### config.mk
export PLATFORM = sky130hd
export DESIGN_NAME = alu_sequencer
export DESIGN_NICKNAME = d
export VERILOG_FILES = /design/src/rtl/alu_seq_pkg.sv /design/src/rtl/alu_sequencer.sv
export SDC_FILE = /design/constraint.sdc
export NUM_CORES = 1
export LEC_CHECK = 0
export BUFFER_PORTS_ARGS = -buffer_cell sky130_fd_sc_hd__buf_4
export CAP_MARGIN = 40
export CORE_ASPECT_RATIO = 1.25
export CORE_MARGIN = 1
export CORE_UTILIZATION = 30
export DETAILED_ROUTE_END_ITERATION = 8
export PLACE_DENSITY = 0.66
export SYNTH_ARGS = -nofsm -noshare
export SYNTH_HDL_FRONTEND = slang
export SYNTH_SLANG_ARGS = --single-unit
### constraint.sdc
create_clock -name clk -period 4.9 [get_ports clk]
set_clock_uncertainty 0.2 [all_clocks]
set_input_delay 0.735 -clock clk [delete_from_list [all_inputs] [get_ports clk]]
set_output_delay 0.735 -clock clk [all_outputs]
set_load 0.01 [all_outputs]
### src/rtl/alu_seq_pkg.sv
// alu_seq_pkg
// Shared definitions for the ALU sequencer: the opcode and state encodings,
// the bit positions of the N/Z/C/V flags, the operation-counter width, and a
// helper that decides whether a request can be sent to the ALU.
// Ports: none (package).

package alu_seq_pkg;

  localparam int OPS_CNT_W = 8;

  localparam int FLAG_N = 3;
  localparam int FLAG_Z = 2;
  localparam int FLAG_C = 1;
  localparam int FLAG_V = 0;

  typedef enum logic [3:0] {
    OP_SUM  = 4'd0,
    OP_SUB  = 4'd1,
    OP_MULT = 4'd2,
    OP_DIV  = 4'd3,
    OP_MOD  = 4'd4,
    OP_AND  = 4'd5,
    OP_OR   = 4'd6,
    OP_XOR  = 4'd7,
    OP_SHL  = 4'd8,
    OP_SHR  = 4'd9
  } op_e;

  typedef enum logic [1:0] {
    ST_IDLE = 2'd0,
    ST_EXEC = 2'd1,
    ST_RESP = 2'd2
  } state_e;

  // MULT is not in the external datapath, codes above SHR do not exist, and
  // a zero divisor for DIV/MOD is rejected before it reaches the ALU.
  function automatic logic op_executable(input logic [3:0] op, input logic [3:0] b);
    logic known;
    logic div0;
    known = (op <= 4'(OP_SHR)) && (op != 4'(OP_MULT));
    div0  = ((op == 4'(OP_DIV)) || (op == 4'(OP_MOD))) && (b == 4'd0);
    return known && !div0;
  endfunction

endpackage

### src/rtl/alu_sequencer.sv
// alu_sequencer
// Accepts one ALU request at a time, drives registered operands to an
// external ALU, captures its result and flags after one execute cycle and
// presents them as a held response until the consumer takes it.
// Rejected requests (unknown op, MULT, divide by zero) skip the ALU and
// respond one cycle after acceptance with rsp_err=1 and zero payload.
//
// Optional feature (macro ALU_SEQ_ACC_EN): accumulator that loads each
// successful result; req_use_acc substitutes it for operand A. Without the
// macro req_use_acc is ignored and acc reads 0.
//
// Ports:
//   clk, rst_n                 clock, async active-low reset
//   req_valid/req_ready        request handshake
//   req_op, req_a, req_b       opcode and operands
//   req_use_acc                use accumulator as operand A
//   alu_a, alu_b, alu_op       registered drive to the external ALU
//   alu_y, alu_n/z/c/v         ALU result and flags
//   rsp_valid/rsp_ready        response handshake
//   rsp_y, rsp_flags, rsp_err  response payload, flags as {N,Z,C,V}
//   acc, ops_cnt               accumulator, completed-operation counter

module alu_sequencer
  import alu_seq_pkg::*;
(
  input  logic                 clk,
  input  logic                 rst_n,
  input  logic                 req_valid,
  output logic                 req_ready,
  input  logic [3:0]           req_op,
  input  logic [3:0]           req_a,
  input  logic [3:0]           req_b,
  input  logic                 req_use_acc,
  output logic [3:0]           alu_a,
  output logic [3:0]           alu_b,
  output logic [3:0]           alu_op,
  input  logic [3:0]           alu_y,
  input  logic                 alu_n,
  input  logic                 alu_z,
  input  logic                 alu_c,
  input  logic                 alu_v,
  output logic                 rsp_valid,
  input  logic                 rsp_ready,
  output logic [3:0]           rsp_y,
  output logic [3:0]           rsp_flags,
  output logic                 rsp_err,
  output logic [3:0]           acc,
  output logic [OPS_CNT_W-1:0] ops_cnt
);

  localparam logic [1:0] S_IDLE = ST_IDLE;
  localparam logic [1:0] S_EXEC = ST_EXEC;
  localparam logic [1:0] S_RESP = ST_RESP;

  logic [1:0]           r_state;
  logic [3:0]           r_alu_a;
  logic [3:0]           r_alu_b;
  logic [3:0]           r_alu_op;
  logic [3:0]           r_rsp_y;
  logic [3:0]           r_rsp_flags;
  logic                 r_rsp_err;
  logic [OPS_CNT_W-1:0] r_ops_cnt;

  logic       w_accept;
  logic       w_resp_done;
  logic [3:0] w_opnd_a;
  logic [3:0] w_acc;

  assign w_accept    = (r_state == S_IDLE) && req_valid;
  assign w_resp_done = (r_state == S_RESP) && rsp_ready;

`ifdef ALU_SEQ_ACC_EN
  logic [3:0] r_acc;

  assign w_opnd_a = req_use_acc ? r_acc : req_a;
  assign w_acc    = r_acc;

  // Only a successful response updates the accumulator; errors leave it as is.
  always_ff @(posedge clk or negedge rst_n) begin
    if (!rst_n) begin
      r_acc <= '0;
    end else if (w_resp_done && !r_rsp_err) begin
      r_acc <= r_rsp_y;
    end
  end
`else
  logic w_unused_use_acc;

  assign w_unused_use_acc = req_use_acc;
  assign w_opnd_a         = req_a;
  assign w_acc            = '0;
`endif

  // Response payload registers are written only on the way into RESP, so they
  // stay stable for as long as the consumer stalls.
  always_ff @(posedge clk or negedge rst_n) begin
    if (!rst_n) begin
      r_state     <= S_IDLE;
      r_alu_a     <= '0;
      r_alu_b     <= '0;
      r_alu_op    <= '0;
      r_rsp_y     <= '0;
      r_rsp_flags <= '0;
      r_rsp_err   <= 1'b0;
      r_ops_cnt   <= '0;
    end else begin
      case (r_state)
        S_IDLE: begin
          if (w_accept) begin
            if (op_executable(req_op, req_b)) begin
              r_alu_a  <= w_opnd_a;
              r_alu_b  <= req_b;
              r_alu_op <= req_op;
              r_state  <= S_EXEC;
            end else begin
              r_rsp_y     <= '0;
              r_rsp_flags <= '0;
              r_rsp_err   <= 1'b1;
              r_state     <= S_RESP;
            end
          end
        end
        S_EXEC: begin
          r_rsp_y             <= alu_y;
          r_rsp_flags[FLAG_N] <= alu_n;
          r_rsp_flags[FLAG_Z] <= alu_z;
          r_rsp_flags[FLAG_C] <= alu_c;
          r_rsp_flags[FLAG_V] <= alu_v;
          r_rsp_err           <= 1'b0;
          r_state             <= S_RESP;
        end
        S_RESP: begin
          if (rsp_ready) begin
            r_ops_cnt <= r_ops_cnt + OPS_CNT_W'(1);
            r_state   <= S_IDLE;
          end
        end
        default: begin
          r_state <= S_IDLE;
        end
      endcase
    end
  end

  assign req_ready = (r_state == S_IDLE);
  assign rsp_valid = (r_state == S_RESP);
  assign alu_a     = r_alu_a;
  assign alu_b     = r_alu_b;
  assign alu_op    = r_alu_op;
  assign rsp_y     = r_rsp_y;
  assign rsp_flags = r_rsp_flags;
  assign rsp_err   = r_rsp_err;
  assign acc       = w_acc;
  assign ops_cnt   = r_ops_cnt;

endmodule

; ---- Yosys cells after proc, flatten, opt, wreduce, memory -nomap -nowiden
; Cells that the tools add are included.
[word_totals]
inputBits = 25
wordCells = 42
output_inout_bits = 35
ff_bits = 31
[classes]
n_mux = 11
n_eq_ne = 8
n_addsub = 1
n_reduce_logical = 13
n_lt_le_gt_ge = 1
[op_table]
columns = operator, count
row1 = $pmux 4 s2, 2
row2 = $add 8x1->8 const B, 1
row3 = $mux 4, 2
row4 = $mux 2, 3
row5 = $pmux 2 s3, 1
row6 = $reduce_and 3->1, 2
row7 = $eq 4x2->1 const B, 1
row8 = $eq 4x3->1 const B, 1
row9 = $le 4x4->1 const B, 1
row10 = $logic_and 1x1->1, 4
row11 = $logic_not 4->1, 1
row12 = $ne 2x1->1 const B, 2
row13 = $ne 4x2->1 const B, 1
row14 = $reduce_and 2->1, 2
row15 = $eq 2x1->1 const B, 1
row16 = $eq 2x2->1 const B, 1
row17 = $logic_not 2->1, 1
row18 = $mux 1, 2
row19 = $ne 2x2->1 const B, 1
row20 = $pmux 1 s2, 1
row21 = $reduce_bool 2->1, 1
row22 = $logic_not 1->1, 1
row23 = $logic_or 1x1->1, 1

; ---- Depth between registers and ports, before layout
[depth]
ltp_word = 8
mapped_depth = 6
mapped_depth_nobuf = 4

; ---- Worst setup path before layout
; Ideal clock, no wire load.
[synth_path]
path_kind = input to register
startpoint = in req_b[1]
endpoint = reg r_alu_a[0] (netlist: alu_a[0])
n_path_buf = 1
setup_slack_ns = 2.490
setup_ns = 0.125
required_time_ns = 4.575
arrival_time_ns = 2.085
stages = 5
path_cell_list = or4_4 -> a211oi_2 -> nand2b_2 -> buf_6 -> mux2_4
[synth_between]
elab_chain_cells = 5
[synth_lines]
columns = element, line_no
row1 = from (decl), alu_sequencer.sv:32  ; input logic [3:0] req_b,
row2 = $logic_not 4->1, alu_seq_pkg.sv:41  ; div0 = ((op == 4'(OP_DIV)) || (op == 4'(OP_MOD))) && (b == 4'd0);
row3 = $logic_and 1x1->1, alu_seq_pkg.sv:41
row4 = $logic_not 1->1, alu_seq_pkg.sv:42  ; return known && !div0;
row5 = $logic_and 1x1->1, alu_seq_pkg.sv:42
row6 = $reduce_and 3->1 (no line), -
row7 = to (signal assigned), alu_sequencer.sv:111  ; r_alu_a <= w_opnd_a;
row8 = to (decl), alu_sequencer.sv:56  ; logic [3:0] r_alu_a;
; No other way between the ends.
; A chain may end at the register's enable or synchronous reset.

; ---- Worst setup path in the final report
[layout_path]
startpoint = in req_b[1]
endpoint = reg r_alu_a[3] (netlist: alu_a[3])
; Same word-level chain as after synthesis.

==> metrics.txt <==
adder-cell share of the synthesized area 0.832%; Max rail drop VDD 172 uV; relative slew slack 62.7%; Synth Area in Compound Gates 12.5%; Die Height 81.2 um; DR top layer met4; Worst path slowest cell or4_4; Clock Latency Late Sink 0.27 ns; ys async rst share 100%; sequential fraction of the synthesis area 51.6%; clock sink count 31; Routed Antenna Nets 0; post-layout util 42.3%; Final min period 2.39 ns; critical path launch point type input port; simple-gate share of the synthesized area 17.2%; vias per cell 4.55; overall global routing resource usage 13.0%; WL met2 1.53 mm; WP depth 5; vias in the first global route 1118; Slew Limit Fails 0; grt total ovfl 0; drt wl/cell 12.6 um; Final WS setup 2.51 ns; CTS tree done; final RePlAce weighted congestion 0.805; Setup crit end kind flip-flop; CTS resizes 0; Die W 65.3 um; worst-path cell chain buf_4 -> or4_4 -> a211oi_2 -> nand2b_2 -> mux2_4; most common cell after layout, fill and taps aside buf_4; outcome completed; cts bufs inserted 5; # setup viols final 0; Post-synth EDFFs 0; initial DRC count 72; Clock Tree Root clkbuf_8; area grow syn2layout 34.0%; r2r setup slk 2.83 ns; Worst Tran Pin Value 0.559 ns; Design Power 1.04 mW; cells on worst reg2reg path 4; count of state elements after synthesis 31; final-stage net count 220; DRC 0; diode count 0; Yosys warning count 0; CP bufs+invs 1; Arrival @ worst endpoint 2.35 ns; H-tree depth 2; Detailed Routing Iterations Pass 1 3; CP Max Fanout 9; crit share post-route 48.8%; Setup TNS 0 ns; Post-Route M1 WL 1.43 mm; initial antenna violation count 0; largest net degree at the start of global routing 32; Hold Worst Slack 0.188 ns; postcts setup bufs 0; XOR/XNOR Fraction of Synth Area 4.08%; Max-Cap Viols 0; Die Footprint 5300 um^2; clk buf depth 2; met3 routed WL 214 um; synthesized area 1500 um^2; largest family of logic cells by synthesized area simple AND/OR/NAND/NOR gates; max incr delay on CP 0.56 ns; WL final 3.22 mm; Layout fillers 490; mux cell area share after synthesis 8.74%; static leakage power 0.978 nW; pre-CTS setup slack 2.20 ns; commonest non-fill, non-tap cells in the layout 54 x buf_4, 31 x dfrtp_1, 22 x nand2_1; Top-Level Pins 60; fraction of layout instances using a drive strength above 1 39.0%; crit path kind input port to flip-flop; Yosys cell types 40; first-pass GRT wire length 5.15 mm; num rows 28; Post-synth top flop dfrtp_1; hpwl dp 2.32 mm; Pwr per Cell Area 514 nW/um^2; CORE AREA 4760 um^2; Clock transition at path regs 0.06 ns; Initial Utilization 31.6%; Port Buf Inserts 54; worst path required time 4.86 ns; hold crit path type input port to asynchronous set/reset pin; endpoints failing hold 0; via count 1161; hold_buf cts 0; Avg Inst Size Synth 10.8 um^2; Crit path max-delay family simple AND/OR/NAND/NOR gates; Post-Syn Instances 139; RSZ-0062 raised after global routing no; Fmax 418 MHz
## area by class of cell
class | instances | area [um^2] | share of cell area [%]
repair buffers | 54 | 405 | 20.1
clock inverters | 1 | 5.00 | 0.248
inverters | 3 | 11.3 | 0.559
flip-flops and latches | 31 | 776 | 38.5
clock buffers | 7 | 76.3 | 3.79
well taps | 60 | 75.1 | 3.72
multi-input cells | 99 | 667 | 33.1
## cell families after synthesis
| group | Yosys count |
|---|---|
| and+or+nand+nor | 53 |
| DFF | 31 |
| AOI/OAI and AO/OA | 25 |
| buffers and inverters | 12 |
| muxes | 9 |
| xor gates and xnor gates | 7 |
| adders and majority gates | 1 |
| other | 1 |
## sequential cells by signal, summed over array words and instances, names as in the netlist
register and cells:
alu_a 4, rsp_y 4, r_state 2, rsp_err 1
rsp_flags 4, ops_cnt 8, alu_b 4, alu_op 4
## metrics by stage
step	std cells	instance area (um^2)
detailed placement	247	1930
global route	255	2020
floorplan	142	1520
finish	255	2020
global placement	247	1930
CTS	255	2020
## power by group
| part | leakage (nW) | internal, mW | switching, mW |
|---|---|---|---|
| Combinational | 0.546 | 0.236 | 0.173 |
| Sequential | 0.390 | 0.355 | 0.0794 |
| Clock | 0.0422 | 0.0995 | 0.0914 |
## Yosys cell counts, types with 2 or more instances
cell      number  area [um^2]
dfrtp_1       31          776
nand2_1       22         82.6
a21oi_1       11         55.1
nor2_1         9         33.8
mux2_4         8          120
xnor2_1        7         61.3
buf_4          5         37.5
nand2b_1       4         25.0
nand3_1        4         20.0
inv_1          3         11.3
a211oi_1       2         15.0
a21o_1         2         15.0
nand4_1        2         12.5
nor2b_1        2         12.5
nor3_1         2         10.0
## worst paths after layout
check / start / to
max: req_b[1] / alu_a[3]
min reg2reg: ops_cnt[7] / ops_cnt[7]
max reg2reg: r_state[1] / alu_a[3]
min: rst_n / ops_cnt[3]
max in group asynchronous: rst_n / alu_op[3]
min in group clk: ops_cnt[7] / ops_cnt[7]
## metal layers
layer  track usage [%]  up-vias
met3              4.49        5
met2              21.4       39
met1              15.3      538
met5                 0        -
met4              5.22        0
li1                  -      579
Note: power is estimated with default switching activity, not from simulation.
